<file path="src/rtl/mul_div_unit.sv">
// Iterative shift-add multiplier / restoring divider with HI/LO result registers.
// Optional two's-complement operation is enabled by defining SIGNED_MULDIV_EN.
module mul_div_unit #(
   parameter int WIDTH = 32
) (
   input  logic             clk,
   input  logic             rst,
   input  logic             start,
   input  logic [2:0]       alu_control,
   input  logic [WIDTH-1:0] src_a,
   input  logic [WIDTH-1:0] src_b,
   output logic             busy,
   output logic             done,
   output logic [WIDTH-1:0] hi,
   output logic [WIDTH-1:0] lo,
   output logic             div_by_zero
);

   localparam logic [2:0] OP_MUL = 3'b101;
   localparam logic [2:0] OP_DIV = 3'b100;
   localparam int         CW     = $clog2(WIDTH) + 1;

   typedef enum logic [1:0] {IDLE, RUN, DONE} state_t;

   state_t             state_q, state_d;
   logic [CW-1:0]      cnt_q;
   logic               is_div_q;
   logic               dbz_q;
   logic [2*WIDTH-1:0] acc_q;
   logic [2*WIDTH-1:0] acc_next;
   logic [WIDTH:0]     rem_q;
   logic [WIDTH-1:0]   opa_q;
   logic [WIDTH-1:0]   opb_q;
   logic [WIDTH:0]     mul_sum;
   logic [WIDTH+1:0]   shifted;
   logic [WIDTH+1:0]   diff;
   logic               trial_neg;
   logic [WIDTH-1:0]   quo_next;
   logic [WIDTH-1:0]   rem_fin;
   logic               accept;
   logic               div_zero;
   logic               last;
   logic [WIDTH-1:0]   mag_a;
   logic [WIDTH-1:0]   mag_b;
   logic [2*WIDTH-1:0] prod_res;
   logic [WIDTH-1:0]   quo_res;
   logic [WIDTH-1:0]   rem_res;

   assign accept   = start && (alu_control == OP_MUL || alu_control == OP_DIV);
   assign div_zero = (alu_control == OP_DIV) && (src_b == '0);
   assign last     = (cnt_q == CW'(WIDTH - 1));

   // Low half of the accumulator starts as the multiplier and is consumed LSB first.
   assign mul_sum  = {1'b0, acc_q[2*WIDTH-1:WIDTH]}
                   + {1'b0, (acc_q[0] ? opa_q : {WIDTH{1'b0}})};
   assign acc_next = {mul_sum, acc_q[WIDTH-1:1]};

   assign shifted   = {rem_q, opa_q[WIDTH-1]};
   assign diff      = shifted - {2'b00, opb_q};
   assign trial_neg = diff[WIDTH+1];
   assign quo_next  = {opa_q[WIDTH-2:0], ~trial_neg};
   assign rem_fin   = trial_neg ? shifted[WIDTH-1:0] : diff[WIDTH-1:0];

`ifdef SIGNED_MULDIV_EN
   logic neg_q;
   logic neg_rem_q;

   assign mag_a    = src_a[WIDTH-1] ? -src_a : src_a;
   assign mag_b    = src_b[WIDTH-1] ? -src_b : src_b;
   assign prod_res = neg_q ? -acc_next : acc_next;
   assign quo_res  = neg_q ? -quo_next : quo_next;
   assign rem_res  = neg_rem_q ? -rem_fin : rem_fin;

   always_ff @(posedge clk) begin
      if (rst) begin
         neg_q     <= 1'b0;
         neg_rem_q <= 1'b0;
      end else if (state_q == IDLE && accept) begin
         neg_q     <= src_a[WIDTH-1] ^ src_b[WIDTH-1];
         neg_rem_q <= src_a[WIDTH-1];
      end
   end
`else
   assign mag_a    = src_a;
   assign mag_b    = src_b;
   assign prod_res = acc_next;
   assign quo_res  = quo_next;
   assign rem_res  = rem_fin;
`endif

   // NOTE: every output gets a default before the case so no path infers a latch.
   always_comb begin
      state_d     = state_q;
      busy        = 1'b0;
      done        = 1'b0;
      div_by_zero = 1'b0;
      case (state_q)
         IDLE: if (accept) state_d = div_zero ? DONE : RUN;
         RUN: begin
            busy = 1'b1;
            if (last) state_d = DONE;
         end
         DONE: begin
            done        = 1'b1;
            div_by_zero = dbz_q;
            state_d     = IDLE;
         end
         default: state_d = IDLE;
      endcase
   end

   // NOTE: non-blocking assignments so every register samples pre-edge values.
   always_ff @(posedge clk) begin
      if (rst) begin
         state_q  <= IDLE;
         cnt_q    <= '0;
         is_div_q <= 1'b0;
         dbz_q    <= 1'b0;
         acc_q    <= '0;
         rem_q    <= '0;
         opa_q    <= '0;
         opb_q    <= '0;
         hi       <= '0;
         lo       <= '0;
      end else begin
         state_q <= state_d;
         case (state_q)
            IDLE: begin
               if (accept) begin
                  is_div_q <= (alu_control == OP_DIV);
                  dbz_q    <= div_zero;
                  cnt_q    <= '0;
                  opa_q    <= mag_a;
                  opb_q    <= mag_b;
                  acc_q    <= {{WIDTH{1'b0}}, mag_b};
                  rem_q    <= '0;
                  if (div_zero) begin
                     hi <= src_a;
                     lo <= '1;
                  end
               end
            end
            RUN: begin
               cnt_q <= cnt_q + CW'(1);
               if (is_div_q) begin
                  rem_q <= trial_neg ? shifted[WIDTH:0] : diff[WIDTH:0];
                  opa_q <= quo_next;
               end else begin
                  acc_q <= acc_next;
               end
               if (last) begin
                  if (is_div_q) begin
                     hi <= rem_res;
                     lo <= quo_res;
                  end else begin
                     {hi, lo} <= prod_res;
                  end
               end
            end
            default: ;
         endcase
      end
   end

endmodule

</file>
<file path="config.mk">
export PLATFORM = sky130hd
export DESIGN_NAME = mul_div_unit
export DESIGN_NICKNAME = d
export VERILOG_FILES = /design/src/rtl/mul_div_unit.sv
export SDC_FILE = /design/constraint.sdc
export NUM_CORES = 1
export LEC_CHECK = 0
export ABC_AREA = 1
export CAP_MARGIN = 20
export CORE_AREA = 2 2 138 241
export DETAILED_ROUTE_END_ITERATION = 7
export DIE_AREA = 0 0 140 243
export PLACE_DENSITY_LB_ADDON = 0.15
export SKIP_CTS_REPAIR_TIMING = 1
export SLEW_MARGIN = 20
export SYNTH_ARGS = -nofsm -noshare
export SYNTH_HDL_FRONTEND = slang
export SYNTH_SLANG_ARGS = --single-unit
</file>
<file path="constraint.sdc">
create_clock -name clk -period 5.83 [get_ports clk]
set_clock_uncertainty 0.2 [all_clocks]
set_input_delay 0.583 -clock clk [delete_from_list [all_inputs] [get_ports clk]]
set_output_delay 0.583 -clock clk [all_outputs]
set_load 0.1 [all_outputs]
</file>
==> metrics.md <==
| Metric | Value |
|---|---|
| Run status | `complete, but fails checks` |
| Violated checks | `design-rule violations` |
| Total power density per cell area | `between 300 and 400 nW/µm²` |
| Total nets after synthesis | `approximately 2400` |
| Critical Path Stages | `4` |
| Data arrival at the endpoint of the critical path | `3.06 ns` |
| Maximum clock path buffer count | `3` |
| Port-buffer cells | `between 100 and 150` |
| Critical Path Slowest Stage Cell | `sky130_fd_sc_hd__clkdlybuf4s50_1` |
| Count of final hold-check violations | `0` |
| Min Tclk post-route | `slightly below 4 ns` |
| Average cell area after synthesis | `about 6.4 µm²` |
| Inserted Clock Buffers | `23` |
| Worst slew margin relative to its limit | `0.2621` |
| Layout cell share with drive strength beyond 1 | `0.03244` |
| Global Route Usage Sum | `0.2968` |
| Antenna-violating nets left | `0` |
| Overall die height | `about 240 µm` |
| Global placement routability congestion | `about 0.95` |
| Number of top-level pins | `137` |
| Transition time at the pin with the least slew margin | `~1.1 ns` |
| FF-to-FF End | `hi[27]` |
| Max VDD drop | `0.1986 mV` |
| Req. time, crit path | `5.05 ns` |
| Starting density of the core | `0.4427` |
| Kind of cell with the highest combined delay on the critical path | `buffers and inverters` |
| Number of rows created at floorplan | `87` |
| Worst setup slack before clock tree synthesis | `2.048 ns` |
| Achievable Freq | `259.9 MHz` |
| Synth cell types | `just over 40` |
| Hold WC Path Type | `reg -> reg` |
| Reg-to-reg slack, setup | `2.23 ns` |
| CTS root buffer | `sky130_fd_sc_hd__clkbuf_16` |
| Startpoint-to-endpoint class of the critical path | `reg -> out` |
| Clock slew at reported path FFs | `~0.070 ns` |
| Total Negative Setup Slacks | `0 ns` |
| Global-route wire length before repair | `roughly 80 mm` |
| Total buffers and inverters traversed by the critical path | `3` |
| Largest stage delay, worst path | `roughly 1.3 ns` |
| Synth-to-Final Area Change | `15.90%` |
| Chain of cells forming the critical path | `inv_2 -> nor2_4 -> buf_4 -> clkdlybuf4s50_1` |
| Part of the Yosys area used for sequential elements | `0.3309` |
| Total of endpoints with negative setup slack in the final report | `0` |
| Final Worst Setup Slack | `~2.0 ns` |
| Number of synthesized register bits | `~240` |
| Utilization after layout | `0.5131` |
| DRC viols | `5` |
| Area of the core region | `around 32000 µm²` |
| Beginning of the worst register-to-register path | `acc_q[0]` |
| Net count reported at finish | `between 2000 and 2500` |
| Setup repair after global routing missed its margin | `false` |
| Later-pin clock latency in the skew report | `between 0.5 and 0.6 ns` |
| GRT overflow | `0` |
| Largest net degree at the start of global routing | `between 100 and 150` |
| Cell area after layout | `~16000 µm²` |
| Antenna cell count | `0` |
| Vias in the first global route | `between 10000 and 15000` |
| Detailed Place HPWL | `40.22 mm` |
| 1st-pass router iterations | `7` |
| Sinks on Clock Net | `~240` |
| Max Transition Viols Final | `0` |
| Number of violations reported at the end of detailed-routing iteration 0 | `a little over 1000` |
| Total Power Consumption | `about 5200 µW` |
| Number of maximum-capacitance violations | `0` |
| Critical Path End Type | `output pin` |
| Wirelength, routed | `around 52 mm` |
| Width of the chip | `about 140 µm` |
| Number of levels the H-tree was split into | `1` |
| Routed via count divided by cell count | `approximately 5.5` |
| CTS tree | `done` |
| Post-route fraction of the period consumed by the critical path | `0.6599` |
| Leakage dissipation | `0.007539 µW` |
| Vias post-DR | `between 15000 and 20000` |
| Synthesized area | `approximately 14000 µm²` |
| Capture point of the critical path | `busy` |
| Average wire per cell in the routed design | `19.13 µm` |
| CP startpoint | `state_q[0]` |
| Crit path max fanout | `73` |
| Depth of the worst register-to-register path | `15` |
| Startpoint Class | `flip-flop` |
| Instance area after placement | `15700 µm²` |
| Die Outline Area | `about 34000 µm²` |
| Count of yosys warnings during synthesis | `0` |
| Post-synthesis instance total | `2223` |
| Initial antenna violation count | `0` |
flip-flops by register name, indices dropped and copies added, names as in the netlist:
name	flops
state_q	2
opa_q	32
lo	32
dbz_q	1
is_div_q	1
opb_q	32
cnt_q	6
rem_q	33
acc_q	64
hi	32
layout make-up:
class	instances	area, µm²
clock inverters	9	113.9
fillers	3300	15640
multi-input cells	1618	8030
flip-flops and latches	235	4705
inverters	270	1016
well taps	400	500.5
clock buffers	31	645.6
repair buffers	149	1466
cells in the mapped netlist, drive strengths merged:
master  instances  area share
fa              2      0.0028
nor3           16      0.0067
o21a            3      0.0016
o21ai         184       0.065
a21oi         207       0.074
nand3b          1     0.00053
buf            38       0.017
a31oi          65       0.029
dfxtp         235        0.33
xor2           22       0.014
a221oi          2      0.0012
nor2          162       0.045
a21o            3      0.0016
o21bai         15      0.0079
o22ai          32       0.014
nand4          15      0.0070
xnor2          11      0.0068
nor3b           1     0.00053
a211oi          2      0.0011
nor4            7      0.0031
and3            1     0.00044
a21boi          1     0.00053
clkbuf         62       0.016
ha             65       0.057
nand3         146       0.051
nand2         655        0.17
inv           270       0.071
worst min-delay path, stage by stage (launching register included):
cell	delay [ns]
sky130_fd_sc_hd__dfxtp_1	0.30
sky130_fd_sc_hd__inv_1	0.06
sky130_fd_sc_hd__a21oi_1	0.05
how the worst min path moves through the flow:
| stage | startpoint | end | cells after the start |
|---|---|---|---|
| floorplan | opb_q[10] | opb_q[10] | 2 |
| global placement | opb_q[22] | opb_q[22] | 2 |
| detailed placement | opb_q[22] | opb_q[22] | 2 |
| CTS | opb_q[17] | opb_q[17] | 2 |
| global route | opb_q[17] | opb_q[17] | 2 |
| finish | opb_q[22] | opb_q[22] | 2 |
metrics by stage:
step	instances	hold slack [ns]
after global routing	2712	0.2850
after floorplan	2223	0.2331
after CTS	2711	0.2644
after global placement	2671	0.2459
after detailed placement	2671	0.2534
final	2712	0.2602
per-layer routing:
metal,vias to the layer above,GRT usage,routed length [µm]
li1,7411,-,-
met1,7026,0.3338,19720
met2,450,0.5588,27020
met3,121,0.01578,2181
met4,0,0.1536,2971
met5,-,0,0
cell families after synthesis:
logic type,after synthesis,share of synthesized area
AOI/OAI and AO/OA,514,0.1956
xor gates and xnor gates,33,0.02033
adders and majority gates,67,0.06002
buffers and inverters,370,0.1047
DFF,235,0.3309
and+or+nand+nor,1004,0.2884
power by group:
group,internal [µW],switching [µW],total [µW]
Sequential,1770,144,1910
Clock,870,671,1540
Combinational,444,1310,1750
Total,3080,2120,5200
placed cells by master (no fill, tap or decap), types with 4 or more instances in the layout:
| master | instances |
|---|---|
| sky130_fd_sc_hd__inv_1 | 262 |
| sky130_fd_sc_hd__clkbuf_8 | 4 |
| sky130_fd_sc_hd__o22ai_1 | 32 |
| sky130_fd_sc_hd__nand3_1 | 146 |
| sky130_fd_sc_hd__o21ai_0 | 140 |
| sky130_fd_sc_hd__dfxtp_1 | 235 |
| sky130_fd_sc_hd__clkdlybuf4s50_1 | 135 |
| sky130_fd_sc_hd__nor3_1 | 13 |
| sky130_fd_sc_hd__nand4_1 | 14 |
| sky130_fd_sc_hd__o21ai_1 | 43 |
| sky130_fd_sc_hd__nand2_1 | 651 |
| sky130_fd_sc_hd__ha_1 | 65 |
| sky130_fd_sc_hd__nor4_1 | 7 |
| sky130_fd_sc_hd__inv_2 | 7 |
| sky130_fd_sc_hd__clkbuf_1 | 4 |
| sky130_fd_sc_hd__xor2_1 | 22 |
| sky130_fd_sc_hd__buf_4 | 12 |
| sky130_fd_sc_hd__xnor2_1 | 11 |
| sky130_fd_sc_hd__a31oi_1 | 65 |
| sky130_fd_sc_hd__o21bai_1 | 15 |
| sky130_fd_sc_hd__clkbuf_16 | 23 |
| sky130_fd_sc_hd__a21oi_1 | 205 |
| sky130_fd_sc_hd__nor2_1 | 156 |
(Power assumes the default switching activity.)
